`src/rtl/register_file_sweep.sv`:
```
// register_file_sweep: parametrised GPR file with registered reads, write-to-read
// bypass, a dedicated PC register loaded every cycle, and a one-register-per-cycle
// clear-sweep engine over the GPRs.
module register_file_sweep #(
   parameter int unsigned DATA_W = 32,
   parameter int unsigned ADDR_W = 4
) (
   input  logic              clk,
   input  logic              rst,
   input  logic [ADDR_W-1:0] A1,
   input  logic [ADDR_W-1:0] A2,
   input  logic [ADDR_W-1:0] A3,
   input  logic [DATA_W-1:0] WD3,
   input  logic              WE3,
   input  logic [DATA_W-1:0] R15,
   input  logic              clr_req,
   output logic [DATA_W-1:0] RD1,
   output logic [DATA_W-1:0] RD2,
   output logic              busy,
   output logic              clr_done
);

   localparam int unsigned       NREGS    = 2 ** ADDR_W;
   localparam logic [ADDR_W-1:0] PC_IDX   = ADDR_W'(NREGS - 1);
   localparam logic [ADDR_W-1:0] LAST_GPR = ADDR_W'(NREGS - 2);

   typedef enum logic [0:0] {IDLE, SWEEP} state_t;

   state_t            r_state;
   logic [ADDR_W-1:0] r_cnt;
   logic              r_busy;
   logic              r_clr_done;
   logic [DATA_W-1:0] r_regs [NREGS];
   logic [DATA_W-1:0] r_rd1;
   logic [DATA_W-1:0] r_rd2;

   logic              w_sweeping;
   logic              w_wr_ok;
   logic [DATA_W-1:0] w_rd1_next;
   logic [DATA_W-1:0] w_rd2_next;

   assign w_sweeping = (r_state == SWEEP);
   assign w_wr_ok    = WE3 && !w_sweeping && (A3 != PC_IDX);

   // Sweep sequencer: counter walks r0..r(NREGS-2), done pulses after the last clear
   always_ff @(posedge clk) begin
      if (rst) begin
         r_state    <= IDLE;
         r_cnt      <= '0;
         r_busy     <= 1'b0;
         r_clr_done <= 1'b0;
      end else begin
         r_clr_done <= 1'b0;
         case (r_state)
            IDLE: begin
               if (clr_req) begin
                  r_state <= SWEEP;
                  r_cnt   <= '0;
                  r_busy  <= 1'b1;
               end
            end
            SWEEP: begin
               if (r_cnt == LAST_GPR) begin
                  r_state    <= IDLE;
                  r_cnt      <= '0;
                  r_busy     <= 1'b0;
                  r_clr_done <= 1'b1;
               end else begin
                  r_cnt <= r_cnt + 1'b1;
               end
            end
            default: begin
               r_state <= IDLE;
               r_busy  <= 1'b0;
            end
         endcase
      end
   end

   // Register array: accepted write, sweep clear, and unconditional PC load
   always_ff @(posedge clk) begin
      if (rst) begin
         for (int unsigned i = 0; i < NREGS; i++) begin
            r_regs[i] <= '0;
         end
      end else begin
         if (w_wr_ok) begin
            r_regs[A3] <= WD3;
         end
         if (w_sweeping) begin
            r_regs[r_cnt] <= '0;
         end
         r_regs[PC_IDX] <= R15;
      end
   end

   // Next read values: PC reads the stored value; GPRs see this edge's clear or write
   always_comb begin
      w_rd1_next = r_regs[A1];
      if (A1 != PC_IDX) begin
         if (w_sweeping && (A1 == r_cnt)) begin
            w_rd1_next = '0;
         end else if (w_wr_ok && (A3 == A1)) begin
            w_rd1_next = WD3;
         end
      end
      w_rd2_next = r_regs[A2];
      if (A2 != PC_IDX) begin
         if (w_sweeping && (A2 == r_cnt)) begin
            w_rd2_next = '0;
         end else if (w_wr_ok && (A3 == A2)) begin
            w_rd2_next = WD3;
         end
      end
   end

   // Registered read ports
   always_ff @(posedge clk) begin
      if (rst) begin
         r_rd1 <= '0;
         r_rd2 <= '0;
      end else begin
         r_rd1 <= w_rd1_next;
         r_rd2 <= w_rd2_next;
      end
   end

   assign RD1      = r_rd1;
   assign RD2      = r_rd2;
   assign busy     = r_busy;
   assign clr_done = r_clr_done;

endmodule

```
`config.mk`:
```
export PLATFORM = sky130hd
export DESIGN_NAME = register_file_sweep
export DESIGN_NICKNAME = d
export VERILOG_FILES = /design/src/rtl/register_file_sweep.sv
export SDC_FILE = /design/constraint.sdc
export NUM_CORES = 1
export LEC_CHECK = 0
export CORE_MARGIN = 5
export CORE_UTILIZATION = 53
export CTS_CLUSTER_DIAMETER = 50
export CTS_CLUSTER_SIZE = 20
export DETAILED_ROUTE_END_ITERATION = 10
export PLACE_DENSITY = 0.75
export SYNTH_ARGS = -nofsm -noshare
export SYNTH_HDL_FRONTEND = slang
export SYNTH_SLANG_ARGS = --single-unit
```
`constraint.sdc`:
```
create_clock -name clk -period 4.4 [get_ports clk]
set_input_delay 1.1 -clock clk [delete_from_list [all_inputs] [get_ports clk]]
set_output_delay 1.1 -clock clk [all_outputs]
set_load 0.05 [all_outputs]
```
# == Yosys cells after proc, flatten, opt, wreduce, memory -nomap -nowiden ==
# Memories as Yosys holds them, arrays and structs flattened.
# Cells that the tools add are included.
# totals
ff_bits,71
mem_bits_rw,512
inputBits,80
out_inout_bits,66
word_cells,67
memories,1
# memory_table
memory,depth,word_bits,read_ports,rd_ports_with_merged_regs,wr,line,text
r_regs,16,32,2,0,16,33,logic [DATA_W-1:0] r_regs [NREGS];
# classes
n_addsub,1
n_eq_ne,11
n_mux,32
n_bitwise,5
n_reduce_logical,11
# op_table
operator,n
2-to-1 mux 32 bit,9
OR reduction 32 bit,2
equality test 4 bit,4
2-to-1 mux 1 bit,16
2-to-1 mux 4 bit,4
inequality test 4 bit (second input constant),3
equality test 4 bit (second input constant),2
one-hot mux 4 bit (2 select lines),1
logical AND 1 bit,6
adder 4 x 1 -> 4 bit (second input constant),1
one-hot mux 1 bit (2 select lines),2
bitwise AND 1 bit,2
inequality test 2 x 1 -> 1 bit (second input constant),1
inequality test 2 bit (second input constant),1
inverter 1 bit,2
AND reduction 2 bit,1
OR reduction 2 bit,1
zero test 1 bit,1
OR 1 bit,1

# == Longest topological paths before layout ==
# Gate-level depths: netlist of run 1.
# logic_depth
ltp_word,9
ltp_mapped,9
ltp_nobuf,5

# == Worst setup path after synthesis of run 1 ==
# OpenSTA, ideal clock, no wires.
# synth_path
kind,in2reg
startpoint,input A3[1]
endpoint,"memory r_regs[3][0], enable pin"
setup_time_ns,0.428
arrival_ns,3.834
required_ns,3.972
slack_ns,0.138
cell_stages,7
n_path_buf,2
path_cell_list,and2_0 -> buf_2 -> a31o_4 -> a221oi_4 -> o221ai_2 -> buf_2 -> o21bai_1
# synth_rtl
element,line,text
"start, declared",12,"input logic [ADDR_W-1:0] A3,"
"end, declared",33,

==> results.json, run 1 <==
{
  "cts_tree": "done",
  "drtIter0Drc": 2755,
  "routed_wl_um": 84000,
  "via_per_inst": 6.798,
  "async_flop_share_pct": 0,
  "ir_worst_vdd_v": 0.0003287,
  "synth_edf_count": 480,
  "post_cts.repair.setup_buffers": 0,
  "synthDistinctLibCells": 41,
  "clkTransAtPathRegs_ns": 0.07,
  "maxCapViolations": 0,
  "grt_pass1_wl_um": 125500,
  "dp_hpwl_um": 52600,
  "overflow": 0,
  "worstSkewPairLatency_ns": 0.64,
  "dieArea_mm2": 0.05780,
  "finalHoldViolations": 0,
  "numCtsBuffers": 56,
  "syn_area_mm2": 0.02814,
  "slew-limit-headroom_pct": 35.90,
  "antenna_left": 0,
  "hold_path.class": "register to register",
  "pwr-share-clk_pct": 38.3,
  "fin_tns_setup_ns": 0,
  "num_vias": 19600,
  "initial_core_util_pct": 53.55,
  "layout-drive-gt1-share_pct": 22.47,
  "timing.fmax_ghz": 0.2897,
  "arrival_ns": 3.78,
  "crit_type": "primary input to register",
  "gr-usage-all-layers_pct": 29.07,
  "fin_crit_sh_pct": 78.44,
  "layout_min_cycle_time_ns": 3.451,
  "drt-wirelength-per-cell_um": 29.14,
  "fill_cells": 3805,
  "htreeDepth": 2,
  "combPwrFrac_pct": 13.5,
  "slew_violations": 0,
  "tightest_slew_ns": 0.9585,
  "yosys_register_bits": 583,
  "portBuffers": 145,
  "cts_hold_buf": 0,
  "power.internal_uw": 9639,
  "syn-num-nets": 2112,
  "p_sw_share_pct": 27.16,
  "seq_area_frac_synth_pct": 58.55,
  "clock-skew-final_ns": 0.01997,
  "detailedRoute.firstPassIterationCount": 6,
  "final_common_cell": "nor2_1",
  "synthTopCellsByArea": "edfxtp_1, mux4_2, dfxtp_1",
  "gp_congestion": 0.8789,
  "synthFlopType": "edfxtp_1",
  "path_max_fanout": 17,
  "synth_warnings": 0,
  "endpoint_kind": "register",
  "drc": 0,
  "root_buffer": "clkbuf_16",
  "rows": 84,
  "fp.coreArea_mm2": 0.05255,
  "yosys.area.top_type": "edfxtp_1",
  "p_switching_uw": 3594,
  "die_h_um": 240.4,
  "pwr_density_cell_mw_per_mm2": 403.9,
  "cp.required_ns": 4.73,
  "cts-resized-gates": 0,
  "p_seq_share_pct": 48.2,
  "postLayoutCoreUtil_pct": 62.35,
  "fp.dieW_um": 240.4,
  "clock_sinks": 583,
  "cts.path.max_buffers": 3,
  "grt_pass1_vias": 20280,
  "synthCells": 2032,
  "synth_top_area_share_pct": 51.22,
  "leakagePower_uw": 0.01110,
  "rsz0062_at_grt": "false",
  "grt_start_max_net_pins": 63,
  "antenna_found_initial": 1,
  "io_pins": 146,
  "layout_common_cells": "nor2_1, edfxtp_1, mux4_2",
  "status": "finished, final reports clean",
  "synth.avg_cell_area_um2": 13.85,
  "setup_viol": 0,
  "syn_to_final_growth_pct": 16.43,
  "start_kind": "primary input",
  "fin_nets": 2228
}
[power groups by stage]
stage	Combinational (µW)	Sequential (µW)	Clock [µW]
2_1_floorplan	929	6620	0
3_3_place_gp	1730	6460	0
3_5_place_dp	1760	6490	0
4_1_cts	1770	6370	5110
5_1_grt	1850	6400	5340
6_report	1780	6380	5070
[layer usage]
layer	track usage [%]	wire length (µm)	vias to the layer above
li1	-	-	7979
met3	7.398	11330	269
met4	12.96	4039	0
met5	0	0	-
met2	46.54	40660	1498
met1	38.01	27980	9852
[cell usage after synthesis (all sizes together), types with 2 or more instances]
cell,count
clkbuf,90
nor4,2
nand3,6
o2bb2ai,2
nand2,137
mux4,256
a41o,2
a21oi,69
a21o,65
a311o,2
a22oi,129
buf,93
o21bai,14
o22ai,3
nor2,491
nor3,2
o21ai,5
xnor2,2
dfxtp,103
inv,2
nand2b,9
edfxtp,480
nor2b,38
xor2,12
and2,5
[registers in the layout, indices dropped and copies added (netlist names)]
| signal | cells |
|---|---|
| r_cnt | 4 |
| r_state | 1 |
| r_regs | 512 |
| busy | 1 |
| RD1 | 32 |
| clr_done | 1 |
| RD2 | 32 |
[area by class of cell]
cell class | instances | area (µm²) | area share [%]
clock inverters | 45 | 530.5 | 1.619
well taps | 688 | 860.8 | 2.627
inverters | 2 | 7.507 | 0.02291
multi-input cells | 1264 | 11030 | 33.65
diodes | 1 | 2.502 | 0.007638
repair buffers | 241 | 2427 | 7.409
clock buffers | 59 | 1434 | 4.376
flip-flops and latches | 583 | 16480 | 50.29
[worst paths after layout]
check	end	startpoint	slack (ns)	cells past startpoint
worst min register to register	busy$_SDFFE_PP0P_	busy$_SDFFE_PP0P_	0.51	2
worst max register to register	r_regs[4][15]$_SDFFCE_PN0P_	r_cnt[0]$_SDFFE_PP0P_	1.33	6
worst max-delay path	r_regs[2][7]$_SDFFCE_PN0P_	A3[1]	0.95	8
worst min-delay path	busy$_SDFFE_PP0P_	busy$_SDFFE_PP0P_	0.51	2
[worst max-delay path: stages]
cell             delay (ns)
clkdlybuf4s50_1        0.52
and2_0                 0.38
a31o_4                 0.36
a221oi_4               0.54
nand2_2                0.20
buf_4                  0.25
o21bai_4               0.19
buf_12                 0.22
[through the flow]
stage / total power (µW) / std cells / instance area [µm²] / setup slack (ns) / hold WS (ns)
floorplan: 7550 / 2032 / 28140 / 0.1384 / 0.5252
global placement: 8190 / 2778 / 30800 / 0.4817 / 0.4979
detailed placement: 8245 / 2778 / 30800 / 0.3905 / 0.5148
CTS: 13250 / 2882 / 32760 / 1.035 / 0.5268
global route: 13590 / 2883 / 32760 / 0.8850 / 0.5673
finish: 13230 / 2883 / 32760 / 0.9485 / 0.5097
[cell families (layout without fill, tap and decap cells)]
kind of cell / after synthesis / in the layout / share of synthesized area [%]
compound gates: 301 / 301 / 7.559
xor+xnor: 14 / 14 / 0.4357
buf+inv: 185 / 347 / 3.055
flops: 583 / 583 / 58.55
mux: 256 / 256 / 20.49
other cells: 0 / 1 / 0
simple gates: 693 / 693 / 9.915
(Power assumes the default switching activity.)
==> run 2: changes to the inputs <==
==> constraint.sdc (replaced) <==
create_clock -name clk -period 3.1 [get_ports clk]
set_input_delay 0.775 -clock clk [delete_from_list [all_inputs] [get_ports clk]]
set_output_delay 0.775 -clock clk [all_outputs]
set_load 0.05 [all_outputs]
==> run 2 against run 1 <==
Critical path type is now register to register; clock power up 42%; clock skew down 0.00070 ns; non-clock buffer count up 27; critical endpoint is now r_regs[3][27]$_SDFFCE_PN0P_; sequential power up 42%; worst setup slack worse by 0.78 ns; count of clock-buffer cells in the layout up 4; sequential cell count unchanged; via count up 1.1%; combinational power up 48%; global-route usage up 0.32 points; worst hold slack better by 0.013 ns; sequential share of layout area down 0.96 points.
==> results.json, run 2 (synthesis gave the netlist of run 1 again) <==
{
  "drc": 0,
  "regMostFlops": "r_regs",
  "io_pins": 146,
  "hold_start": "busy$_SDFFE_PP0P_",
  "maxCapViolations": 0,
  "cts_tree": "done",
  "fp.dieW_um": 240.4,
  "layout_common_cells": "nor2_1, edfxtp_1, mux4_2",
  "placed_cells": 2805,
  "slowest_stage": "nor2_4",
  "largest_reg_flops": 512,
  "slew-limit-headroom_pct": 39.80,
  "tightest_slew_ns": 0.9009,
  "syn_to_final_growth_pct": 18.70,
  "cts.path.max_buffers": 3,
  "grt_pass1_vias": 20600,
  "numCtsBuffers": 57,
  "dp_hpwl_um": 51880,
  "via_per_inst": 6.800,
  "r2r-end": "r_regs[3][27]$_SDFFCE_PN0P_",
  "portBuffers": 145,
  "setup_ws_ns": 0.1659,
  "critical_path_buf_inv_count": 2,
  "num_vias": 19810,
  "worstSkewPairLatency_ns": 0.64,
  "clock_sinks": 583,
  "holdPathStages": 2,
  "slew_violations": 0,
  "clkTransAtPathRegs_ns": 0.07,
  "layout-drive-gt1-share_pct": 23.28,
  "ir_worst_vdd_v": 0.0004795,
  "rows": 84,
  "endpoint_kind": "register",
  "gr-usage-all-layers_pct": 29.38,
  "r2r_start": "r_cnt[3]$_SDFFE_PP0P_",
  "rsz0062_at_grt": "false",
  "grt_start_max_net_pins": 63,
  "overflow": 0,
  "hold_path.class": "register to register",
  "grt_pass1_wl_um": 126700,
  "root_buffer": "clkbuf_16",
  "final_common_cell": "nor2_1",
  "post_cts.repair.setup_buffers": 0,
  "pwr_density_cell_mw_per_mm2": 565.1,
  "gp_congestion": 0.8695,
  "fp.coreArea_mm2": 0.05255,
  "initial_core_util_pct": 53.55,
  "place_ws_ns": -0.2236,
  "layout_min_cycle_time_ns": 2.934,
  "crit_type": "register to register",
  "cpMostUsedCell": "buf_4",
  "fin_crit_sh_pct": 94.65,
  "die_h_um": 240.4,
  "fin_nets": 2256,
  "fin_cells": 2914,
  "drtIter0Drc": 2798,
  "cts_hold_buf": 0,
  "worstHoldEndpoint": "busy$_SDFFE_PP0P_",
  "timing.fmax_ghz": 0.3408,
  "cts-resized-gates": 0,
  "crit_chain": "nand4_1 > and2_0 > nor2_4 > nor2_1 > buf_4 > o21bai_4 > buf_4",
  "leakagePower_uw": 0.01138,
  "dieArea_mm2": 0.05780,
  "status": "finished, final reports clean",
  "finalHoldViolations": 0,
  "start_kind": "register",
  "reg2reg_slack_ns": 0.17,
  "setup_viol": 0,
  "routed_wl_um": 84850,
  "antenna_left": 0,
  "drt-wirelength-per-cell_um": 29.12,
  "clock-skew-final_ns": 0.01927,
  "fin_tns_setup_ns": 0,
  "antenna_found_initial": 2,
  "arrival_ns": 3.24,
  "cp.required_ns": 3.41,
  "detailedRoute.firstPassIterationCount": 8,
  "htreeDepth": 2,
  "crit_path_max_incr_delay_ns": 0.71,
  "cp_top_family": "simple AND/OR/NAND/NOR gates",
  "path_max_fanout": 22,
  "rr_worst_depth": 7
}
run 2: changes by cell type in the layout (fill, tap and decap cells not counted), moves of 2 or more:
cell / previous run / this run
clkinv_2: 2 / 4
clkinv_1: 1 / 5
buf_12: 20 / 55
clkbuf_1: 2 / 4
clkbuf_8: 2 / 4
buf_4: 76 / 68
inv_8: 1 / 4
clkinv_4: 10 / 3
run 2: layer usage:
metal / track usage (%) / vias up / routed length [µm]
met1: 39.26 / 9878 / 28510
met4: 12.21 / 2 / 3675
met2: 47.40 / 1634 / 41280
li1: - / 8032 / -
met3: 6.446 / 268 / 11370
met5: 0 / - / 15
run 2: power by group:
part           internal (µW)  total (µW)  switching [µW]  leakage [µW]
registers               8860        9050             195       0.00582
logic                   1110        2630            1520       0.00462
clock network           3770        7190            3430      0.000936
run 2: stage by stage:
| step | hold WS [ns] | instance area [µm²] | utilization, % | power [µW] |
|---|---|---|---|---|
| floorplan | 0.5252 | 28220 | - | 10720 |
| global placement | 0.4683 | 31440 | 59.83 | 11710 |
| detailed placement | 0.5092 | 31440 | 59.83 | 11800 |
| CTS | 0.5249 | 33400 | 63.56 | 18890 |
| global route | 0.5709 | 33400 | 63.56 | 19410 |
| finish | 0.5229 | 33400 | 63.56 | 18880 |
run 2: worst reg2reg max path, delay by kind of cell (launching register included):
family | cells | cell delay (ns)
AOI/OAI and AO/OA | 1 | 0.22
and+or+nand+nor | 4 | 1.35
DFF | 1 | 0.48
buffers and inverters | 2 | 0.56
run 2: worst max-delay path by stage:
stage	from	endpoint	slack, ns	depth (start not counted)
finish	r_cnt[3]$_SDFFE_PP0P_	r_regs[3][27]$_SDFFCE_PN0P_	0.17	7
global route	r_cnt[3]$_SDFFE_PP0P_	r_regs[3][27]$_SDFFCE_PN0P_	0.09	7
CTS	r_cnt[3]$_SDFFE_PP0P_	r_regs[3][27]$_SDFFCE_PN0P_	0.22	7
detailed placement	A3[1]	r_regs[10][25]$_SDFFCE_PN0P_	-0.22	8
global placement	A3[1]	r_regs[12][27]$_SDFFCE_PN0P_	-0.11	8
floorplan	A3[1]	r_regs[7][0]$_SDFFCE_PN0P_	-0.16	7
run 2: layout make-up:
class                   instances  area (µm²)
clock inverters                45       489.2
well taps                     688       860.8
flip-flops and latches        583       16480
multi-input cells            1264       11030
clock buffers                  63        1469
repair buffers                268        3068
inverters                       2       7.507
diodes                          1       2.502
fillers                      3703       19150
